[src/rtl/prog_loader_if.sv]
// Byte-stream and program-RAM write signals of the program loader.
// The upstream source, RAM and processor use master; the loader uses slave.
interface prog_loader_if #(
    parameter int ADDR_W = 7
);
    logic              byte_valid;
    logic [7:0]        byte_data;
    logic              byte_ready;
    logic              ram_write_en;
    logic [ADDR_W-1:0] ram_addr;
    logic [15:0]       ram_din;
    logic              start;
    logic              load_done;
    logic              load_error;

    modport master (
        output byte_valid, byte_data,
        input  byte_ready, ram_write_en, ram_addr, ram_din, start, load_done, load_error
    );

    modport slave (
        input  byte_valid, byte_data,
        output byte_ready, ram_write_en, ram_addr, ram_din, start, load_done, load_error
    );
endinterface

[src/rtl/prog_loader.sv]
// Loads a framed program image (N, N big-endian words, XOR checksum) into program RAM
// and releases the processor only after the checksum matches.
module prog_loader #(
    parameter int ADDR_W = 7,
    parameter int DEPTH  = 128
) (
    input logic         clk,
    input logic         rst_n,
    prog_loader_if.slave bus
);
    // HDR header | HI/LO word bytes | WRITE RAM strobe | CSUM checksum | DONE/ERR sticky
    typedef enum logic [2:0] {
        S_HDR, S_HI, S_LO, S_WRITE, S_CSUM, S_DONE, S_ERR
    } state_t;

    localparam logic [7:0] DEPTH_B = 8'(DEPTH);

    state_t            state_q, state_d;
    logic [7:0]        n_q, n_d;
    logic [7:0]        cnt_q, cnt_d;
    logic [7:0]        csum_q, csum_d;
    logic [7:0]        hi_q, hi_d;
    logic [ADDR_W-1:0] addr_q, addr_d;
    logic [15:0]       din_q, din_d;
    logic              accept;
    logic [7:0]        cnt_inc;

    // Ready is forced low while reset is held so nothing is taken during reset.
    assign bus.byte_ready   = rst_n && (state_q inside {S_HDR, S_HI, S_LO, S_CSUM});
    assign accept           = bus.byte_valid && bus.byte_ready;
    assign cnt_inc          = cnt_q + 8'd1;

    assign bus.ram_write_en = (state_q == S_WRITE);
    assign bus.ram_addr     = addr_q;
    assign bus.ram_din      = din_q;
    assign bus.start        = (state_q == S_DONE);
    assign bus.load_done    = (state_q == S_DONE);
    assign bus.load_error   = (state_q == S_ERR);

    always_ff @(posedge clk or negedge rst_n) begin
        if (!rst_n) begin
            state_q <= S_HDR;
            n_q     <= '0;
            cnt_q   <= '0;
            csum_q  <= '0;
            hi_q    <= '0;
            addr_q  <= '0;
            din_q   <= '0;
        end else begin
            state_q <= state_d;
            n_q     <= n_d;
            cnt_q   <= cnt_d;
            csum_q  <= csum_d;
            hi_q    <= hi_d;
            addr_q  <= addr_d;
            din_q   <= din_d;
        end
    end

    always_comb begin
        state_d = state_q;
        n_d     = n_q;
        cnt_d   = cnt_q;
        csum_d  = csum_q;
        hi_d    = hi_q;
        addr_d  = addr_q;
        din_d   = din_q;
        case (state_q)
            S_HDR: begin
                if (accept) begin
                    n_d = bus.byte_data;
                    if (bus.byte_data == 8'd0 || bus.byte_data > DEPTH_B) begin
                        state_d = S_ERR;
                    end else begin
                        cnt_d   = '0;
                        csum_d  = '0;
                        state_d = S_HI;
                    end
                end
            end
            S_HI: begin
                if (accept) begin
                    hi_d    = bus.byte_data;
                    csum_d  = csum_q ^ bus.byte_data;
                    state_d = S_LO;
                end
            end
            S_LO: begin
                if (accept) begin
                    csum_d  = csum_q ^ bus.byte_data;
                    din_d   = {hi_q, bus.byte_data};
                    addr_d  = cnt_q[ADDR_W-1:0];
                    state_d = S_WRITE;
                end
            end
            S_WRITE: begin
                cnt_d   = cnt_inc;
                state_d = (cnt_inc == n_q) ? S_CSUM : S_HI;
            end
            S_CSUM: begin
                if (accept) begin
                    state_d = (bus.byte_data == csum_q) ? S_DONE : S_ERR;
                end
            end
            S_DONE:  state_d = S_DONE;
            S_ERR:   state_d = S_ERR;
            default: state_d = S_ERR;
        endcase
    end
endmodule

[src/flat_wrapper.sv]
// flat-port wrapper written by rule: the top's interface ports become plain ports
module prog_loader_flat 
#(
    parameter int ADDR_W = 7,
    parameter int DEPTH  = 128
)
  (clk, rst_n, bus_byte_valid, bus_byte_data, bus_byte_ready, bus_ram_write_en, bus_ram_addr, bus_ram_din, bus_start, bus_load_done, bus_load_error);
  prog_loader_if #(.ADDR_W(ADDR_W)) bus_i ();
  input logic clk;
  input logic rst_n;
  input wire logic [$bits(bus_i.byte_valid)-1:0] bus_byte_valid;
  input wire logic [$bits(bus_i.byte_data)-1:0] bus_byte_data;
  output wire logic [$bits(bus_i.byte_ready)-1:0] bus_byte_ready;
  output wire logic [$bits(bus_i.ram_write_en)-1:0] bus_ram_write_en;
  output wire logic [$bits(bus_i.ram_addr)-1:0] bus_ram_addr;
  output wire logic [$bits(bus_i.ram_din)-1:0] bus_ram_din;
  output wire logic [$bits(bus_i.start)-1:0] bus_start;
  output wire logic [$bits(bus_i.load_done)-1:0] bus_load_done;
  output wire logic [$bits(bus_i.load_error)-1:0] bus_load_error;
  assign bus_i.byte_valid = bus_byte_valid;
  assign bus_i.byte_data = bus_byte_data;
  assign bus_byte_ready = bus_i.byte_ready;
  assign bus_ram_write_en = bus_i.ram_write_en;
  assign bus_ram_addr = bus_i.ram_addr;
  assign bus_ram_din = bus_i.ram_din;
  assign bus_start = bus_i.start;
  assign bus_load_done = bus_i.load_done;
  assign bus_load_error = bus_i.load_error;
  prog_loader #(.ADDR_W(ADDR_W), .DEPTH(DEPTH)) u_core (.clk(clk), .rst_n(rst_n), .bus(bus_i));
endmodule
[config.mk]
export PLATFORM = sky130hd
export DESIGN_NAME = prog_loader_flat
export DESIGN_NICKNAME = d
export VERILOG_FILES = /design/src/rtl/prog_loader_if.sv /design/src/rtl/prog_loader.sv /design/src/flat_wrapper.sv
export SDC_FILE = /design/constraint.sdc
export NUM_CORES = 1
export LEC_CHECK = 0
export CAP_MARGIN = 0
export CORE_ASPECT_RATIO = 1.4
export CORE_MARGIN = 2
export CORE_UTILIZATION = 50
export DETAILED_ROUTE_END_ITERATION = 16
export GPL_TIMING_DRIVEN = 1
export PLACE_DENSITY = 0.74
export SYNTH_ARGS = -nofsm -noshare
export SYNTH_HDL_FRONTEND = slang
export SYNTH_SLANG_ARGS = --single-unit
[constraint.sdc]
create_clock -name clk -period 2.9 [get_ports clk]
set_clock_uncertainty 0.05 [all_clocks]
set_input_delay 0.29 -clock clk [delete_from_list [all_inputs] [get_ports clk]]
set_output_delay 0.29 -clock clk [all_outputs]
set_load 0.01 [all_outputs]
==> results by group <==
Cells and area
  – Area occupied by registers: 1450 um2
  – Area added between synthesis and finish: 26.5%
  – Number of fillers in the final layout: 441
  – Multi-input gate area: 1270 um2
  – Number of antenna diodes: 0
  – Fraction of layout cells with a size suffix above 1: 0.243
  – Number of nets in the final layout: 303
  – Total non-filler cell area in the finished layout: 3510 um2

Worst setup path
  – Classification of the worst setup path: reg -> out
  – Endpoint arrival time on the critical path: 2.18 ns
  – Launching element type of the critical path: flop
  – Data required, critical path: 2.56 ns
  – Worst Setup End Kind: output port
  – Setup slack of the most critical reg-to-reg path: 0.68 ns
  – Largest driver fanout on the critical path: 10

STA
  – Share of the clock period used by the worst path after layout: 0.870
  – Setup total negative slack: 0 ns
  – Post-layout minimum cycle time: 2.52 ns
  – Max Freq: 0.396 GHz
  – Final setup viols: 0
  – RSZ-0062 raised after global routing: false
  – Final hold violation count: 0
  – Count of final max-slew check failures: 0
  – Slew headroom: 0.619
  – Actual transition at the worst max-transition pin: about 0.57 ns

Route
  – Vias post-DR: just over 2k
  – Count of TritonRoute iterations in the first routing pass: 4
  – Post-DRT Antenna Nets: 0
  – DRC viols: 0
  – Detailed router's first-iteration violation count: 102
  – DR WL/cell: 16.2 um
  – Drt total wl: 5.91 mm
  – Vias per Instance: approximately 5.6

Clocking
  – Root buffer cell: clkbuf_8
  – Clock-pin slew on the worst setup and hold paths: 0.06 ns
  – Deepest level of the CTS H-tree: 3
  – Post-cts resize count: 0
  – TritonCTS Buffers: 9
  – Clock latency reported for the late side of the worst-skew pair: 0.33 ns
  – Number of buffers between clock root and the deepest sink: 2
  – Sink count of the clock tree: 58
  – CTS tree: built

Die
  – Number of rows created at floorplan: 32
  – Area of the core region: ~5400 um2
  – Die outline area: 6160 um2
  – Die Span X: 66.9 um
  – Chip height: approximately 90 um
  – Io pins: 39
  – Effective utilization at floorplan: 0.509

Power
  – Leakage: approximately 1.5 nW
  – Portion of total power attributed to sequential cells: 0.416
  – Psw: roughly 1.1 mW
  – Power Internal: 2.42 mW
  – Sw Share: 0.319
  – Pwr/cell area: ~1000 nW/um2
  – Relative contribution of the clock network to total power: 0.205
  – IR Drop Worst-Case VDD: 0.586 mV
  – Combinational fraction of design power: 0.379

Synth
  – Yosys warning total: 0
  – Library cell occupying the most area in the post-synthesis netlist: dfrtp_1
  – Top post-synthesis cells by count: 58 x dfrtp_1, 39 x mux2_2, 17 x o21ai_0, 17 x xnor2_1, 15 x nor2_1
  – Synthesized area per cell: 11.8 um2
  – Ys flop type: dfrtp_1
  – Share of the synthesized area in the top cell type: 0.524
  – Post-synth EDFFs: 0
  – FF+latch count, synth: 58
  – Most frequent cell after synthesis: dfrtp_1
  – Cells after synthesis: 235
  – Synthesized Nets: 247
  – Main area contributors after synthesis: dfrtp_1 52%, mux2_2 16%, xnor2_1 5.4%
  – Netlist Area Pre-Place: 2770 um2
  – Sequential cell area fraction in the yosys report: 0.524
  – Post-synth ARST share: 1.00
  – Netlist cell types: 42

Global route
  – Global-route wire length before repair: 9.62 mm
  – Overflow left after global routing: 0
  – GRT Resource Usage Total: 0.214
  – Pin count of the biggest net entering global routing: 48
  – Number of antenna violations at the first check in global routing: 0
  – Via count of the first global-routing pass: 1,958

Placed design
  – Placement Cell Area: ~3300 um2
  – Final HPWL from detailed placement: 4.24 mm
  – Count of buffers inserted at the top-level ports: 38
  – Routability cong.: 0.853

Run
  – Max-cap violation count: 0

Hold path
  – Hold/Removal Path Class: in -> async

Run status
  – Status: finished clean
-- power by group through the flow --
stage                     sequential [mW]  combinational (mW)  clock [mW]
after floorplan                      1.46               0.804           0
after global placement               1.48                1.31           0
after detailed placement             1.49                1.35           0
after CTS                            1.48                1.36       0.748
after global routing                 1.53                1.46       0.786
final                                1.48                1.35       0.729
-- layer usage --
metal,part of all wire,track usage,vias up
met1,0.41,0.263,1026
met4,0.042,0.143,0
met3,0.040,0.0503,17
met5,0,0,-
met2,0.51,0.328,51
li1,-,-,958
-- sequential cells by signal (all words and copies together), names as in the netlist --
name and flops:
u_core.state_q 3, u_core.n_q 8, u_core.bus.ram_din 16, u_core.bus.ram_addr 7, u_core.hi_q 8, u_core.csum_q 8
u_core.cnt_q 8
-- stage by stage --
step                      power, mW  hold WS, ns  instances   util  setup slack (ns)
final                          3.55        0.364        364  0.644             0.376
after floorplan                2.27      -0.0556        235      -             0.880
after CTS                      3.59        0.368        364  0.644             0.405
after global routing           3.78        0.369        364  0.644             0.288
after global placement         2.79        0.173        347  0.606             0.394
after detailed placement       2.84        0.174        347  0.606             0.389
-- placed cells by master (no fill, tap or decap), types with 2 or more instances in the layout --
master / n
nand4_1: 2
and3_1: 5
clkinv_2: 3
or4_1: 2
o22ai_1: 3
or3_1: 2
mux2_2: 39
nand2_1: 10
o31ai_1: 8
o21ai_0: 17
dfrtp_1: 58
xnor3_1: 2
clkdlybuf4s50_1: 37
xor2_1: 4
buf_4: 14
inv_1: 3
a21oi_1: 4
a211o_1: 2
nor2_1: 15
and4_1: 2
nand2b_1: 8
clkbuf_8: 10
nand3_1: 5
xnor2_1: 17
-- critical path: stages, from the launching register on --
cell             delay [ns]
dfrtp_1                0.51
inv_1                  0.16
nand3_1                0.27
clkinv_1               0.35
clkdlybuf4s50_1        0.58
-- cell type report --
class / instances / share of cell area
Clock buffer: 11 / 0.0403
Clock inverter: 5 / 0.0153
Inverter: 4 / 0.00428
Multi-Input combinational cell: 165 / 0.362
Sequential cell: 58 / 0.414
Tap cell: 68 / 0.0243
Timing Repair Buffer: 53 / 0.140
-- timing repair --
item | in CTS | in global routing
endpoints found under the hold margin | 11 | 0
setup endpoints to repair | 0 | 0
setup buffers | 0 | 0
hold buffers | 1 | 0
-- kinds of logic (layout without fill, tap and decap cells) --
| group | Yosys count | count (layout) | synth area share |
|---|---|---|---|
| AO/OA/AOI/OAI | 43 | 43 | 0.0984 |
| XOR/XNOR | 23 | 23 | 0.0826 |
| buffers and inverters | 12 | 73 | 0.0185 |
| adder cells (fa/ha/maj) | 1 | 1 | 0.00451 |
| flip-flops | 58 | 58 | 0.524 |
| AND/OR/NAND/NOR | 59 | 59 | 0.114 |
| multiplexers | 39 | 39 | 0.158 |
-- final timing paths --
path	start	endpoint	cells after the start
min in group clk	u_core.bus.ram_addr[0]	u_core.bus.ram_addr[0]	1
worst max register to register	u_core.cnt_q[0]	u_core.state_q[0]	6
worst min-delay path	rst_n	u_core.bus.ram_din[3]	2
max in group asynchronous	rst_n	u_core.csum_q[0]	3
worst min register to register	u_core.bus.ram_addr[0]	u_core.bus.ram_addr[0]	1
worst max-delay path	u_core.state_q[2]	bus_ram_write_en	4
Power figures use the tool's default switching activity.
